`config.mk`:
```
export PLATFORM = sky130hd
export DESIGN_NAME = mem_port_arbiter
export DESIGN_NICKNAME = d
export VERILOG_FILES = /design/src/rtl/mem_port_arbiter_pkg.sv /design/src/rtl/sys.sv /design/src/rtl/mem_port_arbiter_perf.sv /design/src/rtl/mem_port_arbiter.sv
export SDC_FILE = /design/constraint.sdc
export NUM_CORES = 1
export LEC_CHECK = 0
export ABC_AREA = 1
export ABC_CLOCK_PERIOD_IN_PS = 1300
export BUFFER_PORTS_ARGS = -buffer_cell sky130_fd_sc_hd__buf_4
export CAP_MARGIN = 5
export CORE_AREA = 2 2 170 172
export DETAILED_ROUTE_END_ITERATION = 16
export DIE_AREA = 0 0 172 174
export GPL_TIMING_DRIVEN = 0
export PLACE_DENSITY = 0.36
export SYNTH_ARGS = -nofsm -noshare
export SYNTH_HDL_FRONTEND = slang
export SYNTH_HIERARCHICAL = 1
export SYNTH_SLANG_ARGS = --single-unit
export TNS_END_PERCENT = 100
```
`constraint.sdc`:
```
create_clock -name clk -period 1.3 [get_ports clk]
set_input_delay 0.065 -clock clk [delete_from_list [all_inputs] [get_ports clk]]
set_output_delay 0.065 -clock clk [all_outputs]
set_load 0.02 [all_outputs]
```
`src/rtl/mem_port_arbiter_pkg.sv`:
```
// Arbiter state, grant encoding and starve-counter sizing for mem_port_arbiter.
package mem_port_arbiter_pkg;

   typedef enum logic [1:0] {
      IDLE    = 2'd0,
      BUSY_C0 = 2'd1,
      BUSY_C1 = 2'd2
   } arb_state_t;

   typedef logic [1:0] arb_grant_t;

   localparam arb_grant_t arb_grant_none = 2'b00;
   localparam int         STARVE_W       = 8;

   // One-hot owner for a given state; IDLE owns nothing.
   function automatic arb_grant_t arb_grant_of(input arb_state_t s);
      case (s)
         BUSY_C0: return 2'b01;
         BUSY_C1: return 2'b10;
         default: return arb_grant_none;
      endcase
   endfunction

endpackage

```
`src/rtl/sys.sv`:
```
// Shared bus types for the single system memory port (read and write channels).
package sys;

   typedef struct packed {
      logic        en;
      logic [31:0] addr;
   } mem_read_req_t;

   typedef struct packed {
      logic        valid;
      logic        done;
      logic [31:0] data;
   } mem_read_rsp_t;

   typedef struct packed {
      logic        en;
      logic [31:0] addr;
      logic [31:0] data;
      logic [3:0]  mask;
   } mem_write_req_t;

   typedef struct packed {
      logic done;
   } mem_write_rsp_t;

endpackage

```
`src/rtl/mem_port_arbiter_perf.sv`:
```
// Wrapping event counters for the arbiter: inc[0]=c0 grant, inc[1]=c1 grant, inc[2]=conflict.
module mem_port_arbiter_perf #(
   parameter int CNT_W = 32
) (
   input  logic             clk,
   input  logic             rst,
   input  logic [2:0]       inc,
   output logic [CNT_W-1:0] c0_grants,
   output logic [CNT_W-1:0] c1_grants,
   output logic [CNT_W-1:0] conflicts
);

   for (genvar gi = 0; gi < 3; gi++) begin : g_cnt
      logic [CNT_W-1:0] cnt_reg;

      always_ff @(posedge clk) begin
         if (rst) begin
            cnt_reg <= '0;
         end else if (inc[gi]) begin
            cnt_reg <= cnt_reg + CNT_W'(1);
         end
      end
   end

   assign c0_grants = g_cnt[0].cnt_reg;
   assign c1_grants = g_cnt[1].cnt_reg;
   assign conflicts = g_cnt[2].cnt_reg;

endmodule

```
`src/rtl/mem_port_arbiter.sv`:
```
// Shares the sys memory port between fetch (c0) and data access (c1) with a starvation guard.
// Define MEM_PORT_ARBITER_PERF_EN to build the grant/conflict performance counters.
module mem_port_arbiter
   import mem_port_arbiter_pkg::*;
#(
   parameter int PRIO_CLIENT  = 1,
   parameter int STARVE_LIMIT = 8,
   parameter int CNT_W        = 32
) (
   input  logic                clk,
   input  logic                rst,
   input  sys::mem_read_req_t  c0_read_req,
   output sys::mem_read_rsp_t  c0_read_rsp,
   input  sys::mem_read_req_t  c1_read_req,
   output sys::mem_read_rsp_t  c1_read_rsp,
   input  sys::mem_write_req_t c1_write_req,
   output sys::mem_write_rsp_t c1_write_rsp,
   output sys::mem_read_req_t  mem_read_req,
   input  sys::mem_read_rsp_t  mem_read_rsp,
   output sys::mem_write_req_t mem_write_req,
   input  sys::mem_write_rsp_t mem_write_rsp,
   output arb_grant_t          grant,
   output logic [CNT_W-1:0]    perf_c0_grants,
   output logic [CNT_W-1:0]    perf_c1_grants,
   output logic [CNT_W-1:0]    perf_conflicts
);

   localparam logic                PRIO_IDX   = (PRIO_CLIENT != 0);
   localparam logic                NP_IDX     = ~PRIO_IDX;
   localparam logic [STARVE_W-1:0] STARVE_MAX = STARVE_W'(STARVE_LIMIT);

   arb_state_t          state_reg;
   arb_grant_t          grant_reg;
   logic [STARVE_W-1:0] starve_cnt_reg;

   logic [1:0] req;
   logic       both_req;
   logic       starved;
   logic       win_valid;
   logic       win_idx;
   arb_state_t win_state;
   logic       owner_active;
   logic       mem_done;

   // Arbitration decision and exit conditions, all from live client requests.
   always_comb begin
      req       = {c1_read_req.en | c1_write_req.en, c0_read_req.en};
      both_req  = &req;
      starved   = (starve_cnt_reg == STARVE_MAX);
      win_valid = |req;
      if (both_req) begin
         win_idx = starved ? NP_IDX : PRIO_IDX;
      end else begin
         win_idx = req[1];
      end
      win_state = win_idx ? BUSY_C1 : BUSY_C0;
      case (state_reg)
         BUSY_C0: owner_active = req[0];
         BUSY_C1: owner_active = req[1];
         default: owner_active = 1'b0;
      endcase
      mem_done = mem_read_rsp.done | mem_write_rsp.done;
   end

   always_ff @(posedge clk) begin
      if (rst) begin
         state_reg      <= IDLE;
         grant_reg      <= arb_grant_none;
         starve_cnt_reg <= '0;
      end else begin
         case (state_reg)
            IDLE: begin
               if (win_valid) begin
                  state_reg <= win_state;
                  grant_reg <= arb_grant_of(win_state);
                  if (win_idx == NP_IDX) begin
                     starve_cnt_reg <= '0;
                  end else if (both_req && !starved) begin
                     starve_cnt_reg <= starve_cnt_reg + STARVE_W'(1);
                  end
               end
            end
            default: begin
               // Done closes the transaction; dropping every en is an abort.
               if (!owner_active || mem_done) begin
                  state_reg <= IDLE;
                  grant_reg <= arb_grant_none;
               end
            end
         endcase
      end
   end

   assign grant = grant_reg;

   // Owner's request passes straight through; responses only reach an active owner.
   always_comb begin
      mem_read_req  = '0;
      mem_write_req = '0;
      c0_read_rsp   = '0;
      c1_read_rsp   = '0;
      c1_write_rsp  = '0;
      case (state_reg)
         BUSY_C0: begin
            mem_read_req = c0_read_req;
            if (owner_active) begin
               c0_read_rsp = mem_read_rsp;
            end
         end
         BUSY_C1: begin
            mem_read_req    = c1_read_req;
            mem_read_req.en = c1_read_req.en & ~c1_write_req.en;
            mem_write_req   = c1_write_req;
            if (owner_active) begin
               c1_read_rsp  = mem_read_rsp;
               c1_write_rsp = mem_write_rsp;
            end
         end
         default: ;
      endcase
   end

`ifdef MEM_PORT_ARBITER_PERF_EN
   logic [2:0] perf_inc;

   assign perf_inc[0] = (state_reg == IDLE) && win_valid && !win_idx;
   assign perf_inc[1] = (state_reg == IDLE) && win_valid && win_idx;
   assign perf_inc[2] = (state_reg == IDLE) && both_req;

   mem_port_arbiter_perf #(
      .CNT_W (CNT_W)
   ) u_perf (
      .clk       (clk),
      .rst       (rst),
      .inc       (perf_inc),
      .c0_grants (perf_c0_grants),
      .c1_grants (perf_c1_grants),
      .conflicts (perf_conflicts)
   );
`else
   assign perf_c0_grants = '0;
   assign perf_c1_grants = '0;
   assign perf_conflicts = '0;
`endif

endmodule

```
---- Word-level counts from Yosys, hierarchy flattened ----
Index checks and enable logic that the tools add are counted.
word-level totals
  register bits ........................... 12
  input port bits ......................... 172
  output and inout port bits .............. 269
  word-level logic and storage cells ...... 44
operators by class
  add/sub/neg operators ................... 1
  equality and inequality tests ........... 7
  mux-type cells .......................... 19
  bitwise logic cells ..................... 4
  reduce and logical (&&, ||, !) cells .... 10
operators by type and width
  operator               count
  $mux W34               3
  $mux W69               1
  $pmux W33 S2           1
  $mux W8                2
  $mux W2                6
  $add A8 B1 Y8 const B  1
  $eq A8 B4 Y1 const B   1
  $eq A2 B1 Y1 const B   2
  $eq A2 B2 Y1 const B   2
  $mux W1                4
  $pmux W2 S2            1
  $reduce_and A2 Y1      2
  $reduce_and A3 Y1      1
  $logic_not A1 Y1       2
  $logic_not A2 Y1       1
  $ne A2 B1 Y1 const B   1
  $ne A2 B2 Y1 const B   1
  $or A1 B1 Y1           2
  $pmux W1 S2            1
  $reduce_bool A2 Y1     1
  $reduce_or A2 Y1       1
  $and A1 B1 Y1          1
  $logic_and A1 B1 Y1    1
  $logic_or A1 B1 Y1     1
  $not A1 Y1             1

---- Longest topological paths before layout ----
  depth in word-level cells ............... 8
  gate-level depth with buffers ........... 9
  gate-level depth less buffers ........... 9

---- Worst setup path before layout ----
OpenSTA, ideal clock, no wires.
  path kind ............................... register -> output
  start point ............................. register state_reg[0]
  end point ............................... output c0_read_rsp[10] (netlist bit)
  arrival ................................. 1.644 ns
  data required time ...................... 1.235 ns
  setup slack ............................. -0.409 ns
  cell stages (with the launch flop) ...... 8
  path buffers ............................ 1
  path through ............................ dfxtp_1 > inv_1 > ha_1 > inv_2 > a21oi_4 > nand2_4 > buf_6 > nor2_1
RTL lines
  item                    RTL line                source
  start, declared         mem_port_arbiter.sv:32  arb_state_t state_reg;
  start signal, assigned  mem_port_arbiter.sv:74  state_reg <= win_state;
  end, declared           mem_port_arbiter.sv:13  output sys::mem_read_rsp_t c0_read_rsp,

==> impl_metrics.json <==
{
  "status": "complete, but fails checks",
  "violations": "setup timing",
  "dieHeight_um": 174,
  "most-common-layout-cells": "buf_4, buf_6, nand2_1",
  "syn_inst": 557,
  "cts.sinks": 10,
  "wl_per_cell_um": 12.7,
  "die_area_um2": 29900,
  "arrival_ns": 1.88,
  "startpoint_type": "flop",
  "antenna_found_initial": 0,
  "synth_area_leader_cell": "buf_4",
  "path_cells": "inv_6 -> ha_4 -> inv_8 -> a21oi_4 -> buf_12 -> nand2_8 -> buf_4 -> buf_6 -> nor2_1 -> buf_4",
  "synth-seq-cells": 10,
  "grt_max_degree": 11,
  "netlist_area_um2": 2920,
  "yosysSeqAreaShare": 0.0686,
  "p_leak_nw": 4.87,
  "hold_violations": 0,
  "slew_violations": 0,
  "place_area_um2": 7150,
  "ys_warn_count": 6,
  "ys_top_cells_by_area": "buf_4, nand2_1, inv_1, nor2_2, dfxtp_1",
  "gp_congestion": 0.733,
  "fin_area_um2": 9060,
  "die_w_um": 172,
  "avgSynthCellArea_um2": 5.24,
  "cp-end-kind": "output pin",
  "nNetsFinal": 1224,
  "cp_top_family": "buffers and inverters",
  "min_from": "rst",
  "groute.usage.overall": 0.112,
  "design.portCount": 441,
  "setup_violations": 171,
  "period_share": 1.50,
  "fp.coreArea_um2": 28200,
  "setup_ws_ns": -0.645,
  "critical_path.max_fanout": 6,
  "num_antenna_cells": 0,
  "antenna_left": 0,
  "crit_top_cell": "buf_4",
  "start_util": 0.103,
  "power_w": 0.0117,
  "cts_tree": "yes",
  "grt_pass1_vias": 4246,
  "clk_path_buf_depth": 2,
  "rsz0062_at_grt": "yes",
  "fin_crit_ns": 1.95,
  "ys_types": 24,
  "firstDrtPassIters": 4,
  "skew_ns": 0.00405,
  "rows": 62,
  "crit_buf_inv": 6,
  "path_clk_slew_ns": 0.04,
  "crit_type": "flop to output pin",
  "r2r_start": "state_reg[0]",
  "cts_made_buffers": 3,
  "cp-startpoint": "state_reg[0]",
  "drt-total-wl_um": 18200,
  "vias_per_cell": 3.16,
  "required_ns": 1.24,
  "io_buffer_count": 344,
  "cts_root_buffer": "clkbuf_16",
  "area_delta_synth_final_pct": 210,
  "power_density_nw_per_um2": 1290,
  "h-tree-depth": 1,
  "drive_gt1_frac": 0.671,
  "synth_top_area_frac": 0.249,
  "dp_hpwl_um": 15100,
  "largest_reg_flops": 8,
  "first_iter_violations": 86,
  "peakVddDrop_mv": 0.868,
  "gr-total-overflow": 0,
  "drv_cap": 0,
  "hp-class": "input port to flop",
  "clk_latency_ns": 0.23,
  "grt_pass1_wl_um": 25700,
  "worst_path_max_delay_cell": "dfxtp_4",
  "drcViolationCount": 0,
  "slowest_delay_ns": 0.37,
  "ctsHoldBuffers": 0,
  "max_freq_mhz": 514,
  "final_common_cell": "buf_4",
  "vias": 4515
}
==> report_power, final <==
part	internal (W)	leakage, nW	switching [W]
Sequential	0.000379	0.0833	0.0000663
Combinational	0.00535	4.74	0.00528
Clock	0.000462	0.0442	0.000136
Total	0.00620	4.87	0.00548
==> cells in the mapped netlist <==
cell type,number
nand2_1,159
xnor2_1,1
inv_1,120
xor2_1,3
buf_2,2
buf_1,3
a21oi_1,33
buf_6,6
nor2_2,33
ha_1,6
nand4_1,3
nand3_1,5
clkbuf_1,13
a21oi_4,1
conb_1,1
buf_4,97
dfxtp_1,10
inv_2,1
o21ai_0,2
nand2_4,2
nor2_1,52
nand3b_1,1
nor3_2,1
nand2_2,2
==> final timing paths <==
check	to	slack, ns	cells after the start
min	state_reg[1]	0.14	4
min reg2reg	starve_cnt_reg[7]	0.54	3
max	c1_read_rsp[0]	-0.65	10
max reg2reg	starve_cnt_reg[5]	0.07	6
==> cells by family after synthesis <==
family	count (synthesis)	synth area share
buf+inv	242	0.452
simple gates	258	0.375
compound gates	36	0.0656
xor+xnor	4	0.0120
other cells	1	0.00128
flops	10	0.0686
fa+ha+maj	6	0.0257
==> cell type report <==
type	count	area, um^2
plain buffers	117	1130
inverters	121	469
clock buffers	4	88.8
repair buffers	393	3930
well taps	384	480
multi-input cells	400	2750
fillers	3054	19200
flip-flops and latches	10	210
==> metal layers <==
metal | global-route usage | part of all wire | up-vias
met4 | 0.00840 | 0.0025 | 0
li1 | - | - | 2385
met3 | 0.0114 | 0.062 | 2
met2 | 0.227 | 0.56 | 186
met5 | 0 | 0 | -
met1 | 0.130 | 0.38 | 1942
==> worst min-delay path, cell delays in order <==
cell and delay, ns:
buf_4 0.07, inv_1 0.06, nand2_1 0.09, nor2_1 0.04
==> per-stage QoR <==
step           setup WS (ns)  TNS (ns)  instances  hold slack [ns]  utilization
2_1_floorplan         -0.174    -10.89        652            0.233            -
3_3_place_gp          -0.477    -52.52       1380            0.348        0.253
3_5_place_dp          -0.473    -53.14       1380            0.351        0.253
4_1_cts               -0.658    -82.42       1425            0.120        0.311
5_1_grt               -0.729    -85.60       1429            0.148        0.321
6_report              -0.645    -71.84       1429            0.136        0.321
==> what timing repair did <==
action                                  4_1_cts  5_1_grt
buffers inserted                             27        8
gates resized for setup                     248      111
endpoints found under the setup margin      179      181
pin swaps                                    13       14
cloned                                       16        0
Note: power is estimated with default switching activity, not from simulation.
